**src/rtl/ace_snoop_broadcaster.sv**
```systemverilog
// Broadcasts one upstream snoop to all cache ports except the initiator, merges the CR
// responses, then forwards CD data from one responder while draining the redundant ones.
module ace_snoop_broadcaster #(
   parameter int NumPorts  = 4,
   parameter int AddrWidth = 64,
   parameter int DataWidth = 64,
   parameter int IdxWidth  = (NumPorts > 1) ? $clog2(NumPorts) : 1
) (
   input  logic                          clk_i,
   input  logic                          rst_i,
   input  logic                          snp_valid_i,
   output logic                          snp_ready_o,
   input  logic [AddrWidth-1:0]          snp_addr_i,
   input  logic [3:0]                    snp_snoop_i,
   input  logic [2:0]                    snp_prot_i,
   input  logic [IdxWidth-1:0]           snp_initiator_i,
   output logic                          resp_valid_o,
   input  logic                          resp_ready_i,
   output logic [4:0]                    resp_o,
   output logic                          data_valid_o,
   input  logic                          data_ready_i,
   output logic [DataWidth-1:0]          data_o,
   output logic                          data_last_o,
   output logic [NumPorts-1:0]           ac_valid_o,
   input  logic [NumPorts-1:0]           ac_ready_i,
   output logic [AddrWidth-1:0]          ac_addr_o,
   output logic [3:0]                    ac_snoop_o,
   output logic [2:0]                    ac_prot_o,
   input  logic [NumPorts-1:0]           cr_valid_i,
   output logic [NumPorts-1:0]           cr_ready_o,
   input  logic [5*NumPorts-1:0]         cr_resp_i,
   input  logic [NumPorts-1:0]           cd_valid_i,
   output logic [NumPorts-1:0]           cd_ready_o,
   input  logic [DataWidth*NumPorts-1:0] cd_data_i,
   input  logic [NumPorts-1:0]           cd_last_i
);

   typedef enum logic [1:0] {IDLE, COLLECT, RESP, DATA} state_e;

   state_e                state_q, state_d;
   logic [NumPorts-1:0]   ac_pend_q, ac_pend_d;
   logic [NumPorts-1:0]   cr_pend_q, cr_pend_d;
   logic [NumPorts-1:0]   dt_mask_q, dt_mask_d;
   logic [3:0]            acc_q, acc_d;
   logic [IdxWidth-1:0]   sel_q, sel_d;
   logic                  sel_vld_q, sel_vld_d;
   logic [AddrWidth-1:0]  addr_q, addr_d;
   logic [3:0]            snoop_q, snoop_d;
   logic [2:0]            prot_q, prot_d;
   logic [NumPorts-1:0]   target;
   logic [NumPorts-1:0]   cr_rdy;
   logic [NumPorts-1:0]   cd_rdy;

   // An out-of-range initiator matches no port, so every port is snooped.
   always_comb begin
      target = '1;
      for (int i = 0; i < NumPorts; i++) begin
         if (snp_initiator_i == IdxWidth'(i)) target[i] = 1'b0;
      end
   end

   assign ac_addr_o  = addr_q;
   assign ac_snoop_o = snoop_q;
   assign ac_prot_o  = prot_q;
   assign cr_ready_o = cr_rdy;
   assign cd_ready_o = cd_rdy;

   always_comb begin
      state_d      = state_q;
      ac_pend_d    = ac_pend_q;
      cr_pend_d    = cr_pend_q;
      dt_mask_d    = dt_mask_q;
      acc_d        = acc_q;
      sel_d        = sel_q;
      sel_vld_d    = sel_vld_q;
      addr_d       = addr_q;
      snoop_d      = snoop_q;
      prot_d       = prot_q;
      snp_ready_o  = 1'b0;
      resp_valid_o = 1'b0;
      resp_o       = '0;
      data_valid_o = 1'b0;
      data_o       = '0;
      data_last_o  = 1'b0;
      ac_valid_o   = '0;
      cr_rdy       = '0;
      cd_rdy       = '0;
      case (state_q)
         IDLE: begin
            snp_ready_o = !rst_i;
            if (snp_valid_i) begin
               addr_d    = snp_addr_i;
               snoop_d   = snp_snoop_i;
               prot_d    = snp_prot_i;
               ac_pend_d = target;
               cr_pend_d = target;
               acc_d     = '0;
               dt_mask_d = '0;
               sel_d     = '0;
               sel_vld_d = 1'b0;
               state_d   = COLLECT;
            end
         end
         COLLECT: begin
            ac_valid_o = ac_pend_q;
            ac_pend_d  = ac_pend_q & ~ac_ready_i;
            // A port's CR is only taken once its AC has already been accepted.
            cr_rdy     = cr_pend_q & ~ac_pend_q;
            for (int i = 0; i < NumPorts; i++) begin
               if (cr_rdy[i] && cr_valid_i[i]) begin
                  acc_d        = acc_d | cr_resp_i[5*i+1 +: 4];
                  cr_pend_d[i] = 1'b0;
                  if (cr_resp_i[5*i]) begin
                     dt_mask_d[i] = 1'b1;
                     if (!sel_vld_d) begin
                        sel_vld_d = 1'b1;
                        sel_d     = IdxWidth'(i);
                     end
                  end
               end
            end
            if (cr_pend_d == '0) state_d = RESP;
         end
         RESP: begin
            resp_valid_o = 1'b1;
            resp_o       = {acc_q, |dt_mask_q};
            if (resp_ready_i) state_d = (|dt_mask_q) ? DATA : IDLE;
         end
         DATA: begin
            for (int i = 0; i < NumPorts; i++) begin
               if (sel_q == IdxWidth'(i)) begin
                  data_valid_o = cd_valid_i[i] & dt_mask_q[i];
                  data_o       = cd_data_i[i*DataWidth +: DataWidth];
                  data_last_o  = cd_last_i[i];
               end
               if (dt_mask_q[i]) begin
                  cd_rdy[i] = (sel_q == IdxWidth'(i)) ? data_ready_i : 1'b1;
                  if (cd_rdy[i] && cd_valid_i[i] && cd_last_i[i]) dt_mask_d[i] = 1'b0;
               end
            end
            if (dt_mask_d == '0) state_d = IDLE;
         end
         default: state_d = IDLE;
      endcase
   end

   always_ff @(posedge clk_i) begin
      if (rst_i) begin
         state_q   <= IDLE;
         ac_pend_q <= '0;
         cr_pend_q <= '0;
         dt_mask_q <= '0;
         acc_q     <= '0;
         sel_q     <= '0;
         sel_vld_q <= 1'b0;
         addr_q    <= '0;
         snoop_q   <= '0;
         prot_q    <= '0;
      end else begin
         state_q   <= state_d;
         ac_pend_q <= ac_pend_d;
         cr_pend_q <= cr_pend_d;
         dt_mask_q <= dt_mask_d;
         acc_q     <= acc_d;
         sel_q     <= sel_d;
         sel_vld_q <= sel_vld_d;
         addr_q    <= addr_d;
         snoop_q   <= snoop_d;
         prot_q    <= prot_d;
      end
   end

endmodule

```
**config.mk**
```make
export PLATFORM = sky130hd
export DESIGN_NAME = ace_snoop_broadcaster
export DESIGN_NICKNAME = d
export VERILOG_FILES = /design/src/rtl/ace_snoop_broadcaster.sv
export SDC_FILE = /design/constraint.sdc
export NUM_CORES = 1
export LEC_CHECK = 0
export CORE_AREA = 2 2 202 204
export DETAILED_ROUTE_END_ITERATION = 6
export DIE_AREA = 0 0 204 206
export GPL_ROUTABILITY_DRIVEN = 1
export HOLD_SLACK_MARGIN = 0.06
export PLACE_DENSITY = 0.51
export SYNTH_ARGS = -nofsm -noshare
export SYNTH_HDL_FRONTEND = slang
export SYNTH_SLANG_ARGS = --single-unit
```
**constraint.sdc**
```tcl
create_clock -name clk_i -period 4.03 [get_ports clk_i]
set_input_delay 0.403 -clock clk_i [delete_from_list [all_inputs] [get_ports clk_i]]
set_output_delay 0.403 -clock clk_i [all_outputs]
set_load 0.03 [all_outputs]
```
==> impl_results.md <==
* Status: completed
* Area after DPL at 11630 sq um
* Layout cell share with drive strength beyond 1 at 8.413%
* Switching portion of total power at 37.47%
* Highest Clock Rate at 0.3160 GHz
* Avg WL per Cell at 22.82 microns
* Asr flop ratio synth at 0%
* Adder-cell share of the synthesized area at 0.8576%
* Worst R2R Start: sel_q[0]
* CP required at 3630 ps
* Main combinational cell family by area after synthesis: multiplexers
* Initial antenna violation count at 22
* Input/output buffers at 525
* Final Hold Viols at 0
* Number of cells produced by synthesis at 657
* Area of the multi-input gates at 3744 sq um
* Critical path buffers and inverters at 2
* Sequential Area at 1849 sq um
* Post-Synth XOR/XNOR Area at 0%
* Main synth FF type: dfxtp_1
* Die ar. at 42020 sq um
* CP top delay family: buffers and inverters
* Compound-Gate Fraction of Synth Area at 14.30%
* Post-layout util at 29.82%
* Fillers at 4309
* Commonest non-fill, non-tap cell in the layout: clkdlybuf4s50_1
* Post-CTS setup buffers at 0
* Crit path launch type: flop
* Avg Inst Size Synth at 8.882 sq um
* Synthesis warning total at 0
* Part of the cycle the worst path needs at 78.52%
* # DRC at 0
* First-pass detailed-route iteration total at 5
* H-tree Lvls at 3
* Worst-case reg-to-reg path depth at 6
* Die W at 204 microns
* Slew Limit Fails at 0
* Global-route wire length before repair at 52130 microns
* Net Count, Synth at 1031
* HP Class: flop to flop
* Initial core utilization at 14.52%
* CTS Buf Count at 9
* DR vias at 7135
* Max-Cap Viols at 0
* R2r setup slk at 1380 ps
* Final min period at 3164 ps
* Total power at 4.084 mW
* Worst-margin pin slew at 992.2 ps
* Cell variety after synth at 46
* Worst Setup SP: sel_q[0]
* Fin nets at 1522
* Pleak at 4.137 nW
* Clk slew on worst S/H paths at 60 ps
* Final WL at 38650 microns
* Gr usage total at 17.41%
* Vias in the first global route at 7218
* Layout area overhead at 105.4%
* Crit Path Max Fanout at 33
* Grt total ovfl at 0
* Slowest stage delay, CP at 700 ps
* Setup TNS at 0 ps
* WHS at 454.0 ps
* HP Start: ac_addr_o[25]
* Area fraction in and, or, nand and nor cells after synthesis at 23.41%
* Most frequent cells in the layout: clkdlybuf4s50_1 (524), nand2_1 (159), a21oi_1 (99)
* Cell breakdown of the critical path: buf_12 > mux4_2 > and2_1 > clkdlybuf4s50_1
* Post-Synthesis Cell Area at 5836 sq um
* CTS tree: yes
* Unrepaired setup endpoints after global routing: no
* Worst hold path endpoint: ac_addr_o[25]
* Clock Path Buffers at 2
* Post-DP HPWL at 31830 microns
* Crit end category: output port
* Post-cts resize count at 0
* IO Pins at 526
* Skew-Pair Late Insertion Delay at 350 ps
* Final number of setup-violating endpoints at 0
* Register bit total from synthesis at 92
* Hold depth at 2
* FP Rows at 74
* Classification of the worst setup path: flop to output port
* Pint at 2.554 mW
* VDD IR max at 0.2533 mV
* Worst clock skew at 7.020 ps
* Comb power frac at 47.9%
* Final ANT Viol Nets at 0
* Cell Pwr Density at 340.8 nW/um^2
* Largest net degree at the start of global routing at 68
* Sw power at 1.530 mW
* Slowest cell on the critical path: dfxtp_4
* Post-synth EDFFs at 0
* Headroom to the max-slew limit at 33.86%
* R2r endpoint: state_q[1]
* Root buffer cell: clkbuf_16
* Multiplexer share of the synthesized area at 25.47%
* Sequential share of power at 28.9%
* GP Congestion at 0.9161
* Post-CTS Hold Buffers at 0
* Vias per Instance at 4.212
* Worst EP arrival at 2760 ps
* Core area at 40180 sq um
* Sink Count at 92
* Clock power frac at 23.2%
* Die Y at 206 microns
* Seq/Total Area, Yosys at 31.56%
* Starting DRT DRC Count at 359
* Final Cell Area at 11980 sq um
[tightest hold or removal path: cells and delay by family, from the launching register on]
| family | cells | cell delay, ps |
|---|---|---|
| compound gates | 1 | 50 |
| simple gates | 1 | 50 |
| flops | 1 | 310 |
[worst max path at each step]
stage | to | cells past startpoint | slack (ps)
finish | data_o[44] | 4 | 870
global route | data_o[45] | 4 | 710
CTS | data_o[8] | 4 | 800
detailed placement | data_o[6] | 4 | 1200
global placement | data_o[6] | 4 | 1210
floorplan | data_o[23] | 5 | 1900
[power groups by stage]
stage	logic [mW]	registers (mW)	clock network, mW
after CTS	1.99	1.18	0.986
after detailed placement	1.98	1.20	0
final	1.96	1.18	0.946
after global routing	2.11	1.20	1.02
after global placement	1.99	1.19	0
after floorplan	0.781	1.40	0
[through the flow]
stage / instances / setup WS, ps
after global placement: 1669 / 1206
after floorplan: 657 / 1898
final: 1694 / 865.7
after global routing: 1692 / 707.2
after detailed placement: 1669 / 1204
after CTS: 1685 / 800.9
[cell type report]
cell class | instances | area share, %
Clock inverter | 3 | 0.5742
Clock buffer | 13 | 2.172
Tap cell | 532 | 5.554
Inverter | 7 | 0.2193
Sequential cell | 92 | 15.43
Multi-Input combinational cell | 502 | 31.24
Timing Repair Buffer | 536 | 44.62
Antenna cell | 9 | 0.1879
[registers in the layout (all words and copies together), names as in the netlist]
register    flops
dt_mask_q       4
ac_pend_q       4
acc_q           4
sel_q           2
cr_pend_q       4
ac_prot_o       3
state_q         2
ac_addr_o      64
ac_snoop_o      4
sel_vld_q       1
[synth_stat cells (2+ instances only)]
library cell,n,area (sq um)
nand2_1,160,600.6
a21oi_1,99,495.5
dfxtp_1,92,1842
and2_1,74,462.9
mux4_2,65,1464
clkbuf_1,44,165.2
o21ai_0,16,80.08
nor2_1,14,52.55
nor2b_1,12,75.07
a22oi_1,10,75.07
buf_2,10,50.05
and3b_1,8,70.07
inv_1,7,26.28
nand2b_1,5,31.28
ha_1,4,50.05
nand3_1,3,15.01
nand4_1,3,18.77
a222oi_1,2,20.02
mux2_1,2,22.52
[kinds of logic after synthesis]
| kind of cell | Yosys count |
|---|---|
| AOI/OAI and AO/OA | 146 |
| adders and majority gates | 4 |
| buffers and inverters | 63 |
| DFF | 92 |
| muxes | 67 |
| and+or+nand+nor | 285 |
[metal layers]
layer | global-route usage, % | vias up | part of all wire [%]
met5 | 0 | - | 0.30
met4 | 5.797 | 18 | 2.8
met3 | 6.291 | 60 | 9.3
met2 | 32.13 | 350 | 52
met1 | 18.27 | 3376 | 36
li1 | - | 3331 | -
Power figures use the tool's default switching activity.
